--- config.mk ---
export PLATFORM = sky130hd
export DESIGN_NAME = datapath_pipe_hs
export DESIGN_NICKNAME = d
export VERILOG_FILES = /design/src/rtl/datapath_pipe_hs.sv
export SDC_FILE = /design/constraint.sdc
export NUM_CORES = 1
export LEC_CHECK = 0
export CORE_ASPECT_RATIO = 1.5
export CORE_MARGIN = 5
export CORE_UTILIZATION = 40
export DETAILED_ROUTE_END_ITERATION = 7
export GPL_ROUTABILITY_DRIVEN = 0
export PLACE_DENSITY = 0.71
export SETUP_SLACK_MARGIN = 0.5
export SYNTH_ARGS = -nofsm -noshare
export SYNTH_HDL_FRONTEND = slang
export SYNTH_SLANG_ARGS = --single-unit
--- constraint.sdc ---
create_clock -name clk -period 1.73 [get_ports clk]
set_input_delay 0.173 -clock clk [delete_from_list [all_inputs] [get_ports clk]]
set_output_delay 0.173 -clock clk [all_outputs]
set_load 0.01 [all_outputs]
--- src/rtl/datapath_pipe_hs.sv ---
// Signed N-bit arithmetic datapath with 0..4 pipeline stages,
// valid/ready handshakes, optional saturation and an overflow counter.
module datapath_pipe_hs #(
  parameter int N      = 16,
  parameter int STAGES = 1,
  parameter int SAT    = 1,
  parameter int CNT_W  = 8
) (
  input  logic             clk,
  input  logic             rst_n,
  input  logic             in_valid,
  output logic             in_ready,
  input  logic [N-1:0]     A,
  input  logic [N-1:0]     B,
  input  logic [2:0]       opcode,
  output logic             out_valid,
  input  logic             out_ready,
  output logic [N-1:0]     Y,
  output logic             co,
  output logic             ov,
  input  logic             ov_clr,
  output logic [CNT_W-1:0] ov_cnt
);

  localparam int SHW = $clog2(N);
  localparam logic [N-1:0] MAXP = {1'b0, {(N-1){1'b1}}};
  localparam logic [N-1:0] MINN = {1'b1, {(N-1){1'b0}}};

  logic [N-1:0]   y_d;
  logic           co_d;
  logic           ov_d;
  logic           pos_d;
  logic [N:0]     sum_w;
  logic [N:0]     dif_w;
  logic [N:0]     shl_w;
  logic [2*N-1:0] prod_w;
  logic [SHW-1:0] sh;

  always_comb begin
    sh     = B[SHW-1:0];
    sum_w  = {1'b0, A} + {1'b0, B};
    dif_w  = {1'b0, A} - {1'b0, B};
    prod_w = $signed({{N{A[N-1]}}, A}) *
             $signed({{N{B[N-1]}}, B});
    shl_w  = {1'b0, A} << sh;
    y_d    = '0;
    co_d   = 1'b0;
    ov_d   = 1'b0;
    pos_d  = 1'b0;
    unique case (opcode)
      3'b000: begin
        y_d   = sum_w[N-1:0];
        co_d  = sum_w[N];
        ov_d  = (A[N-1] == B[N-1]) &&
                (sum_w[N-1] != A[N-1]);
        pos_d = !A[N-1];
      end
      3'b001: begin
        y_d   = dif_w[N-1:0];
        co_d  = dif_w[N];
        ov_d  = (A[N-1] != B[N-1]) &&
                (dif_w[N-1] != A[N-1]);
        pos_d = !A[N-1];
      end
      3'b010: begin
        y_d   = prod_w[N-1:0];
        ov_d  = !((&prod_w[2*N-1:N-1]) ||
                  (~|prod_w[2*N-1:N-1]));
        pos_d = !prod_w[2*N-1];
      end
      3'b011: y_d = A & B;
      3'b100: y_d = A | B;
      3'b101: y_d = A ^ B;
      3'b110: begin
        y_d  = shl_w[N-1:0];
        co_d = shl_w[N];
      end
      3'b111: y_d = $signed(A) >>> sh;
    endcase
    // ov reports the wrapped result; clamping only touches Y
    if (SAT != 0 && ov_d)
      y_d = pos_d ? MAXP : MINN;
  end

  if (STAGES == 0) begin : g_comb
    assign out_valid = in_valid;
    assign in_ready  = out_ready;
    assign Y         = y_d;
    assign co        = co_d;
    assign ov        = ov_d;
  end else begin : g_pipe
    logic [STAGES-1:0] vld_q;
    logic [STAGES-1:0] co_q;
    logic [STAGES-1:0] ov_q;
    logic [N-1:0]      y_q [STAGES];
    logic              en;

    assign en = !vld_q[STAGES-1] || out_ready;

    always_ff @(posedge clk or negedge rst_n) begin
      if (!rst_n) begin
        vld_q <= '0;
        co_q  <= '0;
        ov_q  <= '0;
        for (int i = 0; i < STAGES; i++)
          y_q[i] <= '0;
      end else if (en) begin
        vld_q[0] <= in_valid;
        y_q[0]   <= y_d;
        co_q[0]  <= co_d;
        ov_q[0]  <= ov_d;
        for (int i = 1; i < STAGES; i++) begin
          vld_q[i] <= vld_q[i-1];
          y_q[i]   <= y_q[i-1];
          co_q[i]  <= co_q[i-1];
          ov_q[i]  <= ov_q[i-1];
        end
      end
    end

    assign in_ready  = en;
    assign out_valid = vld_q[STAGES-1];
    assign Y         = y_q[STAGES-1];
    assign co        = co_q[STAGES-1];
    assign ov        = ov_q[STAGES-1];
  end

  logic [CNT_W-1:0] cnt_q;
  logic [CNT_W-1:0] cnt_d;

  always_comb begin
    cnt_d = cnt_q;
    if (ov_clr)
      cnt_d = '0;
    else if (out_valid && out_ready && ov && cnt_q != '1)
      cnt_d = cnt_q + 1'b1;
  end

  always_ff @(posedge clk or negedge rst_n) begin
    if (!rst_n) cnt_q <= '0;
    else        cnt_q <= cnt_d;
  end

  assign ov_cnt = cnt_q;

endmodule

==> results of run 1 <==
==> layer usage <==
metal / vias up / global-route usage, %
li1: 7233 / -
met1: 8281 / 30.3
met2: 1325 / 49.1
met3: 540 / 5.48
met4: 0 / 28.3
met5: - / 0
==> cell usage after synthesis, drive strengths merged (5+ instances only) <==
library cell | count | area [um^2]
clkbuf | 84 | 315
o21ai | 73 | 369
o2111ai | 5 | 50.0
inv | 309 | 1160
nand2 | 219 | 822
o221ai | 7 | 61.3
buf | 28 | 151
o22ai | 16 | 100
a211oi | 17 | 133
nor4 | 7 | 43.8
xor2 | 17 | 149
xnor2 | 27 | 236
or3 | 9 | 56.3
nor3b | 7 | 52.6
mux2 | 9 | 101
dfrtp | 27 | 676
o21bai | 6 | 45.0
mux4 | 15 | 338
nand2b | 22 | 138
and2 | 11 | 68.8
a21o | 17 | 128
o21a | 6 | 45.0
o211ai | 45 | 388
nor2b | 9 | 56.3
nand3 | 18 | 90.1
mux2i | 15 | 150
o31ai | 8 | 65.1
nand4 | 12 | 90.1
o211a | 8 | 80.1
a31oi | 14 | 87.6
clkinv | 8 | 30.0
ha | 133 | 1660
nor3 | 22 | 110
fa | 264 | 5290
a21oi | 116 | 607
and3 | 5 | 31.3
nor2 | 211 | 792
==> final timing paths <==
check / start / endpoint / slack, ns / cells past startpoint
max in group asynchronous: rst_n / Y[11] / 0.92 / 2
worst min-delay path: rst_n / ov_cnt[6] / 0.20 / 1
worst max register to register: ov_cnt[1] / ov_cnt[7] / 0.09 / 6
worst max-delay path: B[8] / Y[15] / -5.06 / 29
min in group clk: in_valid / out_valid / 0.48 / 2
worst min register to register: Y[11] / Y[11] / 0.51 / 2
==> state kept, by name, summed over array words and instances (netlist names) <==
name,flops
out_valid,1
ov,1
co,1
ov_cnt,8
Y,16
==> stage by stage <==
| stage | hold slack (ns) | instance area [um^2] |
|---|---|---|
| after floorplan | -0.123 | 15800 |
| after global placement | 0.483 | 19900 |
| after detailed placement | 0.496 | 19900 |
| after CTS | 0.213 | 21800 |
| after global routing | 0.231 | 22400 |
| final | 0.205 | 22400 |
==> cells by family (layout without fill, tap and decap cells) <==
kind of cell,Yosys count,in the layout,synth area share (%)
other,0,1,0
AOI/OAI and AO/OA,388,388,17.4
muxes,39,39,3.83
buffers and inverters,429,955,10.8
xor gates and xnor gates,44,44,2.50
adders and majority gates,397,397,45.2
and+or+nand+nor,565,565,16.0
DFF,27,27,4.39
==> what timing repair did <==
action,4_1_cts,5_1_grt
pin swaps,160,94
setup endpoints to repair,54,31
gates cloned,4,1
resized for setup,423,99
hold buffers,0,0
buffers inserted,94,24
==> cell type report <==
cell class                 instances  share of cell area [%]
inverter                         317                    5.78
sequential                        27                    3.03
clock inverter                     1                  0.0335
clock buffer                       3                   0.335
tap                              495                    2.77
timing repair buffer             634                    24.5
multi-input combinational       1433                    63.5
antenna                            1                  0.0112
==> summary.md, run 1 <==
| Metric | Value |
|---|---|
| Outcome | `complete, but fails checks` |
| Failing checks | `setup timing` |
| CP Buf/Inv Count | `11` |
| WL met1 | `20,100 um` |
| Layout area overhead | `45.5%` |
| Routed Antenna Nets | `0` |
| Root Driver | `clkbuf_16` |
| Die H | `roughly 250 um` |
| Startpoint types | `input port` |
| Worst EP arrival | `about 7.0 ns` |
| Routed length on met2 | `between 30,000 and 40,000 um` |
| Post-synth ARST share | `100%` |
| Core Footprint | `38,300 um^2` |
| Max-cap viol count | `0` |
| Syn avg cell area | `a little over 8 um^2` |
| Critical Path Max Stage Delay | `around 0.52 ns` |
| Layout cells sized above 1 | `a little under two fifths` |
| Most frequent CP cell | `fa_1` |
| Final worst setup slack | `-5.06 ns` |
| Final WL | `between 60,000 and 70,000 um` |
| First-pass GRT wire length | `around 98,000 um` |
| Hold Vio Cnt, Final | `0` |
| Worst-path maximum fanout | `6` |
| Final setup fails | `18` |
| Pins Over Slew Limit | `0` |
| CTS tree | `yes` |
| Number of synthesized flops with an enable pin | `0` |
| Core Util, Final | `58.4%` |
| Via count | `~17k` |
| IO Port Bufs | `67` |
| Die area | `42,600 um^2` |
| Site row count | `approximately 90` |
| Critical path class | `in2reg` |
| Vias in the first global route | `~18k` |
| Dpl cells | `between 2k and 3k` |
| IO Pins | `roughly 70` |
| Synth Flop Type | `dfrtp_1` |
| Met3 wire length | `~6400 um` |
| GRT Total Usage | `between 20% and 30%` |
| Distinct cells, synth | `87` |
| Sequential fraction of the synthesis area | `approximately 4.4%` |
| RSZ-0062 raised after global routing | `yes` |
| Ys Warns | `0` |
| Cell family with most CP delay | `adder cells` |
| Initial Utilization | `approximately two fifths` |
| Fmax | `between 0.1 and 0.15 GHz` |
| Worst slew pin tran | `between 0.4 and 0.5 ns` |
| Drt drc | `0` |
| Register Area | `678 um^2` |
| Setup Skew | `~0.0038 ns` |
| Most frequent cells in the layout | `buf_4, inv_1, fa_1` |
| Initial DRC count | `around 1.9k` |
| Setup TNS | `-86.71 ns` |
| Mapped Nets | `around 2.3k` |
| H-tree Lvls | `1` |
| Number of buffers created by CTS | `3` |
| Area of the mapped netlist | `about 15,000 um^2` |
| Period Utilization, post-route | `393%` |
| Area of the multi-input gates | `around 14,000 um^2` |
| Min-Delay Path Class | `in2async` |
| Drt first pass iters | `6` |
| Via density per instance | `around 6.0` |
| CP max stage cell | `fa_1` |
| Clock Path Buffers | `2` |
| Wire per inst | `around 23 um` |
| Slew headroom | `68.4%` |
| Initial antenna violation count | `1` |
| Clk slew on worst S/H paths | `around 0.070 ns` |
| Final min period | `around 6.8 ns` |
| Pre-CTS setup slack | `-5.82 ns` |
| Post-synthesis cell count | `between 1.5k and 2k` |
| Most common cell after layout, fill and taps aside | `buf_4` |
| Uppermost layer routed | `met4` |
| Worst path required time | `1.93 ns` |
| Worst-Skew Late Latency | `around 0.27 ns` |
| Final net count | `approximately 2.9k` |
| Seq cells post-synth | `27` |
| # fillers | `~2.9k` |
| DP HPWL | `48,600 um` |
| Post-route insts no fill | `a little under 3k` |
| Largest net degree at the start of global routing | `37` |
| CP Capture Type | `register` |
| CTS sink count | `27` |
| Die width | `approximately 170 um` |
| Grt total ovfl | `0` |
Power of run 1 is not shown: default switching activity piles up to over one toggle a cycle in this logic, so the estimate is an artifact.
==> inputs of run 2 (changes only) <==
--- a/config.mk
+++ b/config.mk
@@ -10,6 +10,7 @@
 export CORE_UTILIZATION = 40
 export DETAILED_ROUTE_END_ITERATION = 7
 export GPL_ROUTABILITY_DRIVEN = 0
+export GPL_TIMING_DRIVEN = 0
 export PLACE_DENSITY = 0.71
 export SETUP_SLACK_MARGIN = 0.5
 export SYNTH_ARGS = -nofsm -noshare
==> run 2 against run 1 <==
  * The flow finishes with violations (DRC, setup timing)
  * Die area stayed put
  * Setup slack worse by 0.13 ns
  * Register-to-register slack worse by 0.10 ns
  * Cell count is 12% lower
  * Critical path type unchanged
  * Critical endpoint is now Y[4]
==> summary.md, run 2 (synthesis gave the netlist of run 1 again) <==
| Metric | Value |
|---|---|
| CTS tree | `yes` |
| IO Pins | `68 (unchanged)` |
| Period Utilization, post-route | `400% (+7.7 points)` |
| Worst slew pin tran | `1.24 ns (+0.766 ns)` |
| Die H | `250 um (unchanged)` |
| Drt first pass iters | `8 (+2)` |
| Via density per instance | `5.98 (+0.13%)` |
| Worst-Skew Late Latency | `0.26 ns (about the same)` |
| GRT Total Usage | `26.6% (-2.8 points)` |
| Fmax | `0.144 GHz (-1.9%)` |
| Initial Utilization | `40.2% (unchanged)` |
| Core Footprint | `38,300 um^2 (unchanged)` |
| Dpl cells | `2,449 (-12%)` |
| Post-route insts no fill | `2,570 (-12%)` |
| Drt drc | `46 (+46)` |
| CTS sink count | `27 (unchanged)` |
| Startpoint types | `input port` |
| Initial antenna violation count | `2 (+1)` |
| Hold path startpoint | `ov_clr` |
| First-pass GRT wire length | `88,400 um (-9.7%)` |
| Critical path class | `in2reg` |
| Final WL | `58,400 um (-14%)` |
| RSZ-0062 raised after global routing | `yes` |
| Most common cell after layout, fill and taps aside | `inv_1` |
| Critical R2R Launch | `out_valid` |
| Final min period | `6.92 ns (+0.134 ns)` |
| Die width | `170 um (unchanged)` |
| Min-Delay Path Class | `in2reg` |
| Site row count | `88 (unchanged)` |
| Worst path required time | `1.87 ns (-0.06 ns)` |
| Hold Vio Cnt, Final | `0 (unchanged)` |
| Clk slew on worst S/H paths | `0.07 ns (about the same)` |
| Setup TNS | `-89.42 ns (-2.70 ns)` |
| CP max stage cell | `fa_2` |
| Critical Path Max Stage Delay | `0.59 ns (+0.07 ns)` |
| Fin Hold WS | `0.307 ns (+0.102 ns)` |
| Grt total ovfl | `0 (unchanged)` |
| DP HPWL | `44,800 um (-7.8%)` |
| CP Capture Type | `register` |
| Layout area overhead | `24.7%` |
| Outcome | `complete, but fails checks` |
| Root Driver | `clkbuf_16` |
| Max FFs per register | `16 (unchanged)` |
| Largest net degree at the start of global routing | `28 (-24%)` |
| Worst EP arrival | `7.07 ns (+0.07 ns)` |
| Initial DRC count | `1,690 (-12%)` |
| Setup Skew | `0.00434 ns (+0.000507 ns)` |
| Routed Antenna Nets | `0 (unchanged)` |
| Slew headroom | `16.5% (-52 points)` |
| Vias in the first global route | `15.7k (-12%)` |
| Wire per inst | `22.7 um (-2.2%)` |
| Pins Over Slew Limit | `0 (unchanged)` |
| Max-cap viol count | `0 (unchanged)` |
| Most frequent cells in the layout | `inv_1, fa_1, nand2_1` |
| Via count | `15.4k (-12%)` |
| CP Buf/Inv Count | `13 (+2)` |
| Final setup fails | `18 (unchanged)` |
| Layout cells sized above 1 | `20.8% (-16 points)` |
| Failing checks | `DRC, setup timing` |
| Cell family with most CP delay | `adder cells` |
| Die area | `42,600 um^2 (unchanged)` |
| Final net count | `2,511 (-12%)` |
| H-tree Lvls | `1 (unchanged)` |
| R2r setup slk | `-0.01 ns (-0.10 ns)` |
| Final worst setup slack | `-5.19 ns (-0.134 ns)` |
| Worst setup startpoint | `B[1]` |
| Clock Path Buffers | `2 (unchanged)` |
| Number of buffers created by CTS | `3 (unchanged)` |
| IO Port Bufs | `65 (-3.0%)` |
| Worst-path maximum fanout | `7 (+1)` |
==> run 2: final cells by class <==
type,count,area [um^2]
fillers,3469,19100
clock buffers,3,75.1
diodes,2,5.00
clock inverters,1,5.00
inverters,317,1260
well taps,495,619
multi-input cells,1433,13800
repair buffers,180,1530
plain buffers,112,1190
flip-flops and latches,27,678
==> run 2: worst reg2reg max path, delay by kind of cell (launching register included) <==
kind                   cells  cell delay, ns
buffers and inverters      2            0.51
DFF                        1            0.39
and+or+nand+nor            2            0.47
AOI/OAI and AO/OA          2            0.29
==> run 2: timing repair <==
| action | in CTS | in global routing |
|---|---|---|
| cloned | 1 | 0 |
| pin swaps | 58 | 47 |
| setup buffers | 76 | 37 |
| hold buffers | 0 | 1 |
| setup endpoints to repair | 82 | 31 |
| resized for setup | 382 | 114 |
| endpoints found under the hold margin | 0 | 27 |
==> run 2: path summary, 6_finish.rpt <==
check	cells after the start	endpoint
worst max-delay path	32	Y[4]
worst min-delay path	2	ov_cnt[3]
worst max register to register	6	Y[8]
worst min register to register	2	Y[13]
max in group asynchronous	2	ov_cnt[3]
min in group asynchronous	2	ov_cnt[6]
==> run 2: through the flow <==
| stage | worst slack, ns | util (%) | area, um^2 |
|---|---|---|---|
| 3_5_place_dp | -7.12 | 44.4 | 17000 |
| 2_1_floorplan | -4.78 | - | 15800 |
| 5_1_grt | -5.35 | 50.1 | 19200 |
| 6_report | -5.19 | 50.1 | 19200 |
| 3_3_place_gp | -7.04 | 44.4 | 17000 |
| 4_1_cts | -5.12 | 48.7 | 18700 |
==> run 2: routing by layer <==
layer | track usage [%] | part of all wire, % | vias up
met3 | 3.74 | 8.1 | 356
met5 | 0 | 0 | -
met4 | 20.5 | 11 | 0
met1 | 28.7 | 31 | 7475
li1 | - | - | 6551
met2 | 46.3 | 49 | 981
Power of run 2 is left out for the same reason.
